[config.mk]
export PLATFORM = sky130hd
export DESIGN_NAME = gupsample
export DESIGN_NICKNAME = d
export VERILOG_FILES = /design/src/rtl/gupsample.sv
export SDC_FILE = /design/constraint.sdc
export NUM_CORES = 1
export LEC_CHECK = 0
export ABC_AREA = 0
export CAP_MARGIN = 0
export CORE_MARGIN = 2
export CORE_UTILIZATION = 46
export DETAILED_ROUTE_END_ITERATION = 8
export MAX_ROUTING_LAYER = met4
export PLACE_DENSITY = 0.84
export SLEW_MARGIN = 10
export SYNTH_ARGS = -nofsm -noshare
export SYNTH_HDL_FRONTEND = slang
export SYNTH_SLANG_ARGS = --single-unit
[constraint.sdc]
create_clock -name clk -period 4.1 [get_ports clk]
set_clock_uncertainty 0.2 [all_clocks]
set_input_delay 1.025 -clock clk [delete_from_list [all_inputs] [get_ports clk]]
set_output_delay 1.025 -clock clk [all_outputs]
set_load 0.01 [all_outputs]
[src/rtl/gupsample.sv]
// gupsample -- inverse of global average pooling.
//
// Each accepted input sample is replayed as exactly POOL_SIZE output beats.
// Every beat carries the held sample and its position within the pool.
//
// Handshake rule for both ports: a transfer happens on a rising clock edge
// when valid and ready are both high. The producer holds valid and data
// stable until that transfer.
//
// Ports:
//   clk                  rising-edge clock
//   rst                  synchronous active-high reset
//   gupsample_ready_in   block can take a sample this cycle
//   gupsample_valid_in   upstream presents a sample
//   gupsample_data_in    sample to broadcast
//   gupsample_ready_out  downstream accepts the current beat
//   gupsample_valid_out  output beat present
//   gupsample_data_out   held sample value
//   gupsample_index_out  beat position within the pool, 0..POOL_SIZE-1
//   gupsample_last_out   current beat is the final one of the pool
//   dbg_bcast_o          FSM state for observation (1 = BCAST, 0 = IDLE)
module gupsample #(
  parameter int DATA_WIDTH = 12,
  parameter int POOL_SIZE  = 250,
  // Same result as the clog2 helper in cnn1d_pkg, clamped to at least 1 bit.
  localparam int COUNTER_WIDTH = (POOL_SIZE > 1) ? $clog2(POOL_SIZE) : 1
) (
  input  logic                     clk,
  input  logic                     rst,
  output logic                     gupsample_ready_in,
  input  logic                     gupsample_valid_in,
  input  logic [DATA_WIDTH-1:0]    gupsample_data_in,
  input  logic                     gupsample_ready_out,
  output logic                     gupsample_valid_out,
  output logic [DATA_WIDTH-1:0]    gupsample_data_out,
  output logic [COUNTER_WIDTH-1:0] gupsample_index_out,
  output logic                     gupsample_last_out,
  output logic                     dbg_bcast_o
);

  typedef enum logic {
    IDLE  = 1'b0,
    BCAST = 1'b1
  } state_t;

  localparam logic [COUNTER_WIDTH-1:0] LAST_IDX = COUNTER_WIDTH'(POOL_SIZE - 1);
  localparam logic                     SINGLE   = (POOL_SIZE == 1);

  state_t                   state_q;
  logic [DATA_WIDTH-1:0]    data_q;
  logic [COUNTER_WIDTH-1:0] idx_q;
  logic [COUNTER_WIDTH-1:0] idx_d;
  logic                     last_q;
  logic                     in_hs;
  logic                     out_hs;

  // In BCAST a new sample can only enter while the final beat is leaving,
  // which is what lets consecutive pools run with no bubble.
  assign gupsample_ready_in = (state_q == IDLE) | (last_q & gupsample_ready_out);

  assign in_hs  = gupsample_ready_in & gupsample_valid_in;
  assign out_hs = (state_q == BCAST) & gupsample_ready_out;
  assign idx_d  = idx_q + 1'b1;

  always_ff @(posedge clk) begin
    if (rst) begin
      state_q <= IDLE;
      data_q  <= '0;
      idx_q   <= '0;
      last_q  <= 1'b0;
    end else begin
      case (state_q)
        IDLE: begin
          if (in_hs) begin
            data_q  <= gupsample_data_in;
            idx_q   <= '0;
            last_q  <= SINGLE;
            state_q <= BCAST;
          end
        end
        BCAST: begin
          if (out_hs) begin
            if (last_q) begin
              if (in_hs) begin
                // Final beat leaves while the next sample arrives.
                data_q  <= gupsample_data_in;
                idx_q   <= '0;
                last_q  <= SINGLE;
              end else begin
                idx_q   <= '0;
                last_q  <= 1'b0;
                state_q <= IDLE;
              end
            end else begin
              // last_q guards this path, so idx_q never passes LAST_IDX.
              idx_q  <= idx_d;
              last_q <= (idx_d == LAST_IDX);
            end
          end
        end
        default: begin
          state_q <= IDLE;
          idx_q   <= '0;
          last_q  <= 1'b0;
        end
      endcase
    end
  end

  assign gupsample_valid_out = (state_q == BCAST);
  assign gupsample_data_out  = data_q;
  assign gupsample_index_out = idx_q;
  assign gupsample_last_out  = last_q;
  assign dbg_bcast_o         = (state_q == BCAST);

endmodule

==> out/results.txt <==
boundary pin count -> 40
Total Wirelength -> 2.603 mm
clock buffer count from CTS -> 3
main combinational cell family by area after synthesis -> simple AND/OR/NAND/NOR gates
post-synthesis async set-or-reset flop share -> 0%
Root Buffer -> clkbuf_4
GRT overflow -> 0
number of vias per cell -> 5.452
Post CTS Setup Buffer Count -> 0
core area -> 2212 um2
Worst-Margin Slew -> 0.5590 ns
crit-path cells -> clkdlybuf4s50_1 > a21bo_2 > clkdlybuf4s50_1
unique cell type count in the Yosys netlist -> 33
Post-Place Cell Area -> 1474 um2
post-DP HPWL -> 1.827 mm
Final setup viols -> 0
setup TNS -> 0 ns
post-route cell area -> 1510 um2
FF/Latch Area -> 440.4 um2
final period utilization -> 85.31%
sequential share of the synthesized area -> 40.60%
Post-synth EDFFs -> 0
Synth warnings -> 0
Worst setup SP type -> input port
Worst Hold Endpoint -> gupsample_data_out[1]
routed len/inst -> 13.21 um
reg2reg start -> gupsample_index_out[0]
CP endpoint kind -> output pin
Final Util -> 68.27%
row count -> 17
Min-Delay Path Class -> flop to flop
Register-to-Register Path Depth -> 5
internal reg-to-reg setup slack -> 2.25 ns
kind of critical path -> input port to output pin
Worst Hold Depth -> 2
final hold slack -> 0.2619 ns
Skew-Pair Late Insertion Delay -> 0.31 ns
post-synthesis mux area share -> 2.884%
Gate Count Post-Synth -> 133
CTS max path bufs -> 2
min cycle time layout -> 3.498 ns
most frequent cells in the layout -> clkdlybuf4s50_1 (39), a21oi_1 (23), dfxtp_1 (22)
synthesized-area fraction occupied by adder cells -> 2.307%
Final nets -> 188
slowest CP cell -> clkdlybuf4s50_1
n_diodes -> 0
area grow syn2layout -> 39.22%
Max transition margin -> 61.66%
DR iter-0 viols -> 20
Mapped Nets -> 151
Top cell by count, worst path -> clkdlybuf4s50_1
hold_sp -> gupsample_data_out[1]
Initial Util -> 49.04%
full die area -> 2763 um2
cts-stage hold buffer count -> 0
CTS HTree Levels -> 1
Filler cells -> 183
via count -> 1074
DRC violations left -> 0
number of global-route vias before repair -> 988
power density cells -> 279.9 nW/um2
Post-Synth XOR/XNOR Area -> 1.615%
initial antenna violation count -> 0
post-synthesis compound-gate area fraction -> 17.76%
area occupied by multi-input gates -> 581.8 um2
post-route ant nets -> 0
Main synth FF type -> dfxtp_1
Worst Path Max Fanout -> 5
die width -> 52.56 um
CP required -> 2.87 ns
global-route usage over all layers -> 20.71%
RSZ-0062 raised after global routing -> false
FF-to-FF End -> gupsample_last_out
max_cap viols -> 0
Critical Path AT -> 2.27 ns
Synth Area in Simple Gates -> 29.07%
most common cell after layout, fill and taps aside -> clkdlybuf4s50_1
first-pass GRT wire length -> 4.181 mm
pin count of the biggest net entering global routing -> 24
register bit count reported by yosys -> 22
syn_area_per_cell -> 8.156 um2
TritonCTS clock tree -> built
GP Congestion -> 0.8565
synthesized cell area -> 1085 um2
clk sinks -> 22
First-pass DRT Iterations -> 4
status -> finished clean
clk slew on worst S/H paths -> 0.12 ns
achievable clock frequency -> 285.9 MHz
port bufs -> 39
die height -> 52.56 um
peak supply drop -> 0.2666 mV
Leak -> 0.5572 nW
Hold Vio Cnt, Final -> 0
fin. max-slew vios -> 0
# resized after CTS -> 0
fraction of layout cells with a size suffix above 1 -> 7.692%
CP max stage delay -> 0.55 ns
==> where the power goes <==
| group | leakage, nW | internal [mW] | total [mW] | switching [mW] |
|---|---|---|---|---|
| registers | 0.179 | 0.222 | 0.228 | 0.00665 |
| clock network | 0.0210 | 0.0543 | 0.123 | 0.0685 |
| logic | 0.357 | 0.0393 | 0.0715 | 0.0322 |
| total | 0.557 | 0.315 | 0.423 | 0.107 |
==> metrics by stage <==
step	instances	setup WS, ns	power, mW
after floorplan	133	1.449	0.2650
after global placement	193	0.6118	0.3022
after detailed placement	193	0.6122	0.3043
after CTS	197	0.6035	0.4267
after global routing	197	0.5616	0.4420
final	197	0.6021	0.4227
==> cell type report <==
cell class / count / share of cell area, %
Clock buffer: 4 / 2.403
Sequential cell: 22 / 29.16
Timing Repair Buffer: 41 / 26.84
Tap cell: 28 / 2.320
Inverter: 3 / 0.7456
Multi-Input combinational cell: 99 / 38.53
==> worst max-delay path by stage <==
stage,start,to,slack [ns],cells past startpoint
final,gupsample_ready_out,gupsample_ready_in,0.60,3
after global routing,gupsample_ready_out,gupsample_ready_in,0.56,3
after CTS,gupsample_ready_out,gupsample_ready_in,0.60,3
after detailed placement,gupsample_ready_out,gupsample_ready_in,0.61,3
after global placement,gupsample_ready_out,gupsample_ready_in,0.61,3
after floorplan,gupsample_ready_out,gupsample_ready_in,1.45,2
==> cell usage after synthesis, drive strengths merged (2+ instances only) <==
library cell	number	share of area, %
a21oi	23	11
dfxtp	22	41
nand2	20	6.9
nand3	15	6.9
buf	5	3.3
nor2	5	1.7
o21ai	5	2.3
clkbuf	4	1.4
inv	3	1.0
a21o	2	1.4
and3	2	1.7
ha	2	2.3
mux2i	2	1.8
nand3b	2	1.4
nand4	2	1.2
nand4b	2	1.6
nor3b	2	1.4
or3	2	1.2
xnor2	2	1.6
==> registers in the layout, indices dropped and copies added (netlist names) <==
name	count
gupsample_data_out	12
gupsample_index_out	8
dbg_bcast_o	1
gupsample_last_out	1
==> layer usage <==
metal	track usage (%)	share of wire [%]
met5	-	0
met4	7.265	0.96
met3	4.286	5.0
met1	23.98	47
met2	35.42	47
==> cell families after synthesis <==
group                    after synthesis
AND/OR/NAND/NOR                       58
AO/OA/AOI/OAI                         34
adder cells (fa/ha/maj)                2
multiplexers                           3
XOR/XNOR                               2
flip-flops                            22
buffers and inverters                 12
==> critical path, delay by kind of cell <==
kind / cells / cell delay, ns
AOI/OAI and AO/OA: 1 / 0.16
buffers and inverters: 2 / 1.09
No activity file was read; power rests on OpenSTA's default activity.
